<file path="src/rtl/zc_period_meter.sv">
// Zero-crossing period meter: hysteresis sign detector with blanking,
// rising-to-rising period measurement, valid pulse and sticky timeout.
module zc_period_meter #(
    parameter logic signed [31:0] HYST       = 32'sd100,
    parameter int                 CNT_W      = 16,
    parameter int                 MIN_PERIOD = 8
) (
    input  logic                i_clock,
    input  logic                i_RESET,
    input  logic signed [31:0]  i_data,
    output logic                o_sign,
    output logic [CNT_W-1:0]    o_period,
    output logic                o_valid,
    output logic                o_timeout
);

    localparam logic signed [31:0] NEG_HYST = -HYST;
    localparam int                 BLK_W    = (MIN_PERIOD > 2) ? $clog2(MIN_PERIOD) : 1;
    localparam logic [BLK_W-1:0]   BLK_LOAD = BLK_W'(MIN_PERIOD - 1);
    localparam logic [CNT_W-1:0]   CNT_MAX  = '1;

    typedef enum logic [1:0] {
        ST_INIT = 2'd0,
        ST_POS  = 2'd1,
        ST_NEG  = 2'd2
    } state_t;

    state_t             r_state;
    state_t             w_state_nxt;
    logic               w_above;
    logic               w_below;
    logic               w_blank_zero;
    logic               w_accept;
    logic               w_rise;
    logic [BLK_W-1:0]   r_blank;
    logic [CNT_W-1:0]   r_cnt;
    logic [CNT_W-1:0]   w_cnt_nxt;
    logic               w_sat_nxt;
    logic               r_armed;
    logic               r_sign;
    logic [CNT_W-1:0]   r_period;
    logic               r_valid;
    logic               r_timeout;

    assign w_above      = (i_data > HYST);
    assign w_below      = (i_data < NEG_HYST);
    assign w_blank_zero = (r_blank == '0);

    // State register
    always_ff @(posedge i_clock or posedge i_RESET) begin
        if (i_RESET) r_state <= ST_INIT;
        else         r_state <= w_state_nxt;
    end

    // Next-state logic; INIT exits are accepted transitions but not rising ones
    always_comb begin
        w_state_nxt = r_state;
        w_accept    = 1'b0;
        w_rise      = 1'b0;
        case (r_state)
            ST_INIT: begin
                if (w_above) begin
                    w_state_nxt = ST_POS;
                    w_accept    = 1'b1;
                end else if (w_below) begin
                    w_state_nxt = ST_NEG;
                    w_accept    = 1'b1;
                end
            end
            ST_POS: begin
                if (w_below && w_blank_zero) begin
                    w_state_nxt = ST_NEG;
                    w_accept    = 1'b1;
                end
            end
            ST_NEG: begin
                if (w_above && w_blank_zero) begin
                    w_state_nxt = ST_POS;
                    w_accept    = 1'b1;
                    w_rise      = 1'b1;
                end
            end
            default: w_state_nxt = ST_INIT;
        endcase
    end

    // Period counter next value: clear on rising transition, else saturating increment
    always_comb begin
        w_cnt_nxt = r_cnt;
        if (w_rise)                w_cnt_nxt = '0;
        else if (r_cnt != CNT_MAX) w_cnt_nxt = r_cnt + 1'b1;
        w_sat_nxt = (w_cnt_nxt == CNT_MAX);
    end

    // Registered sign, blank counter and period counter
    always_ff @(posedge i_clock or posedge i_RESET) begin
        if (i_RESET) begin
            r_sign  <= 1'b0;
            r_blank <= '0;
            r_cnt   <= '0;
        end else begin
            r_sign <= (w_state_nxt == ST_POS);
            if (w_accept)          r_blank <= BLK_LOAD;
            else if (!w_blank_zero) r_blank <= r_blank - 1'b1;
            r_cnt <= w_cnt_nxt;
        end
    end

    // Measurement: timeout is raised on the edge the counter becomes saturated,
    // which also disarms so the next rising transition only re-arms
    always_ff @(posedge i_clock or posedge i_RESET) begin
        if (i_RESET) begin
            r_armed   <= 1'b0;
            r_period  <= '0;
            r_valid   <= 1'b0;
            r_timeout <= 1'b0;
        end else begin
            r_valid <= 1'b0;
            if (w_rise) begin
                r_armed <= 1'b1;
                if (r_armed) begin
                    r_period  <= r_cnt + 1'b1;
                    r_valid   <= 1'b1;
                    r_timeout <= 1'b0;
                end
            end else if (w_sat_nxt) begin
                r_armed   <= 1'b0;
                r_timeout <= 1'b1;
            end
        end
    end

    assign o_sign    = r_sign;
    assign o_period  = r_period;
    assign o_valid   = r_valid;
    assign o_timeout = r_timeout;

endmodule

</file>
<file path="config.mk">
export PLATFORM = sky130hd
export DESIGN_NAME = zc_period_meter
export DESIGN_NICKNAME = d
export VERILOG_FILES = /design/src/rtl/zc_period_meter.sv
export SDC_FILE = /design/constraint.sdc
export NUM_CORES = 1
export LEC_CHECK = 0
export CORE_ASPECT_RATIO = 0.6
export CORE_MARGIN = 5
export CORE_UTILIZATION = 40
export CTS_CLUSTER_SIZE = 25
export DETAILED_ROUTE_END_ITERATION = 10
export PLACE_DENSITY_LB_ADDON = 0.15
export SLEW_MARGIN = 20
export SYNTH_ARGS = -nofsm -noshare
export SYNTH_HDL_FRONTEND = slang
export SYNTH_SLANG_ARGS = --single-unit
</file>
<file path="constraint.sdc">
create_clock -name i_clock -period 2.1 [get_ports i_clock]
set_clock_uncertainty 0.2 [all_clocks]
set_input_delay 0.315 -clock i_clock [delete_from_list [all_inputs] [get_ports i_clock]]
set_output_delay 0.315 -clock i_clock [all_outputs]
set_load 0.01 [all_outputs]
</file>
==> summary by stage <==
Clock network
The number of hold buffers added after cts is 0. The clock sink count is 41. TritonCTS created 5 clock buffers.

TritonCTS built the clock tree. Clock-pin slew was measured on the worst setup and hold paths at 80 ps. The number of buffers on the longest clock path is 2.

The clock tree root buffer cell is sky130_fd_sc_hd__clkbuf_8. The number of levels in the clock H-tree is 2. For the worst-skew pair, the clock arrives at the later sink with an insertion delay of 290 ps.

Global route
The global route total overflow is 0. Entering global routing, the biggest net connects 42 pins. The number of global-route vias before repair came to 1979.

The wire length of the first global-routing pass is 10.0 mm. The number of antenna violations at the first check in global routing is 0. The combined global-route utilization of all metal layers is roughly 18%.

Setup path
In this run the critical register-to-register path is captured at r_armed. The worst register-to-register path begins at r_cnt[0]. The kind of critical path is reg2reg. The worst setup path is captured at a register. The data required time at the worst endpoint is 2080 ps.

The signal on the critical path passes through ha_4 -> nand2_1 -> buf_4 -> or3_1 -> nor3_2 -> and3_1 -> o221ai_2 -> o21a_1. The maximum net fanout on the critical path is 4. The critical path arrival is 2100 ps.

On the critical path, the stage with the largest delay is an instance of sky130_fd_sc_hd__dfrtp_1. The worst setup slack for register-to-register paths is -20 ps. The cell depth of the worst flop-to-flop path is 8.

STA classifies the critical path startpoint as a register. The delay of the slowest cell on the worst path is 400 ps.

Yosys
The synthesis warning total is 0. The netlist area before placement is 2160 sq um. The number of nets in the synthesized netlist is 257. The number of flops mapped to enable cells by yosys is 0.

The flop and latch count out of synthesis is 41. The prevailing post-synth register cell is sky130_fd_sc_hd__dfrtp_1. Yosys mapped the design onto 51 distinct sky130hd cell types. Synthesis produced 220 cells. In the synthesized netlist the async set-or-reset flop fraction comes to 100%.

The average instance area after synthesis is about 10 sq um. Sequential cells were found to cover 47.5% of the synthesized design area.

Final layout
Leaving out fill and tap cells, the most frequent cell in the layout is sky130_fd_sc_hd__clkdlybuf4s50_1. The proportion of layout cells with a drive suffix above 1 is 27.8%. The count of cells in the finished layout, fillers not included, comes to 383. The number of diodes added for antenna fixing is 0.

In the layout the commonest cells are sky130_fd_sc_hd__clkdlybuf4s50_1, sky130_fd_sc_hd__buf_4, sky130_fd_sc_hd__dfrtp_1, sky130_fd_sc_hd__nand2_1, sky130_fd_sc_hd__nor2_1. Relative to the synthesized area, the layout overhead comes to 56.0%. Cells fill 65.4% of the core in the end. The number of nets in the layout is 354.

Status
The final reports fail on setup timing. The run finished, with violations left.

STA
The total count of hold-check failures in the final report is 0. The final critical path time including I/O delays and setup is 2120 ps. The period utilization is 101%. The upper clock frequency limit is 472 MHz. The final-report setup violation count is 1. The number of max-slew violations in the final report came to 0. The worst hold margin is 249 ps. Setup repair after global routing could not meet its margin everywhere. Measured against its own limit, the worst slew margin works out to 65.6%. The slew at the pin closest to its max-slew limit is 516 ps. In the final timing run, aggregate negative setup slack is -19.9 ps. The setup slack of the critical path after layout is -19.9 ps.

Die
The number of I/O pins is 53. The number of rows created at floorplan is 20. The region available for standard cell placement spans 5150 sq um. The effective utilization at floorplan is 41.9%. In this run the vertical extent of the chip is 67.0 microns.

Measured along the x axis, the die boundary spans 105 microns. The area enclosed by the die boundary is between 7000 and 8000 sq um.

Hold path
The kind of path behind the tightest hold check is in2async.

Placed design
At the end of routability-driven placement, the weighted congestion stood at about 0.86. The post-DP HPWL is 4.72 mm. The instance count after placement with tap cells included is between 300 and 400. Port buffering added 52 buffers.

Drt
The starting DRC count in detailed routing is a little under 70. The average via count per standard cell is 5.41. The detail route stage leaves a number of antenna-violating nets equal to 0. The number of vias in the routed layout is 2072. After detailed routing, the total wire length is 6.32 mm.

The number of optimization iterations in the first detailed-route pass is 4. In the final routed layout, each cell accounts on average for 16.5 microns. For this run, design rule violations remaining after detail routing come to 0.

Power
The leakage power summed over all cells is 1.36 nW. Power spread over the standard cell area amounts to 752 nW/um^2. The worst-case IR drop observed on VDD is 0.572 mV. The final total power is 2.54 mW.

Job
Max-cap violations in this run came to 0.
-- report_power, final --
part	leakage, nW	internal (mW)	switching, mW
Combinational	0.761	0.441	0.394
Sequential	0.540	0.918	0.163
Clock	0.0540	0.346	0.274
Total	1.36	1.70	0.830
-- sequential cells by signal, indices dropped and copies added (netlist names) --
register,cells
o_period,16
r_cnt,16
r_blank,3
r_state,2
o_sign,1
o_timeout,1
o_valid,1
r_armed,1
-- stage by stage --
step | setup slack (ps) | cell area (sq um)
6_report | -19.9 | 3370
3_5_place_dp | -331 | 3090
3_3_place_gp | -265 | 3090
4_1_cts | -15.9 | 3220
5_1_grt | -134 | 3370
2_1_floorplan | 6.72 | 2160
-- critical path: cells and delay by family, from the launching register on --
kind,cells,cell delay [ps]
flops,1,400
buf+inv,1,180
compound gates,2,250
fa+ha+maj,1,170
simple gates,4,810
-- final cells by class --
cell class              count  area [sq um]
clock buffers               5          68.8
clock inverters             2          35.0
fillers                   430          1780
inverters                   6          22.5
multi-input cells         164          1230
flip-flops and latches     41          1030
well taps                  66          82.6
repair buffers             99           908
-- what timing repair did --
action / 4_1_cts / 5_1_grt
setup buffers: 0 / 1
pin swaps: 3 / 7
gates resized for setup: 5 / 26
setup endpoints to repair: 5 / 39
-- layer usage --
layer | track usage, % | vias to the layer above | wire length (microns)
met3 | 4.65 | 4 | 448
met2 | 23.4 | 65 | 2550
met1 | 29.0 | 996 | 3280
met4 | 4.31 | 0 | 42
li1 | - | 1007 | -
met5 | 0 | - | 0
-- synthesized netlist by cell type, drive strengths merged, types with 6 or more instances --
cell type	instances	share of area [%]
dfrtp	41	47
nand2	29	5.0
o21ai	17	3.9
nor2	15	2.6
a21oi	13	3.0
nand4	10	3.6
nor3	10	2.5
nor4	9	2.9
xnor2	8	3.2
buf	6	1.8
inv	6	1.0
nand3	6	2.0
xor2	6	2.4
-- how the worst max path moves through the flow --
stage	to	start
global placement	r_blank[1]	i_data[10]
detailed placement	r_blank[0]	i_data[10]
global route	r_armed	r_cnt[0]
finish	r_armed	r_cnt[0]
CTS	r_armed	r_cnt[1]
floorplan	r_armed	r_cnt[1]
-- cells by family (layout without fill, tap and decap cells) --
| family | Yosys count | count (layout) | share of synthesized area (%) |
|---|---|---|---|
| compound gates | 55 | 55 | 18.3 |
| xor+xnor | 14 | 14 | 5.67 |
| fa+ha+maj | 3 | 3 | 1.74 |
| buf+inv | 15 | 112 | 3.36 |
| flops | 41 | 41 | 47.5 |
| mux | 3 | 3 | 1.50 |
| simple gates | 89 | 89 | 21.9 |
(Power assumes the default switching activity.)
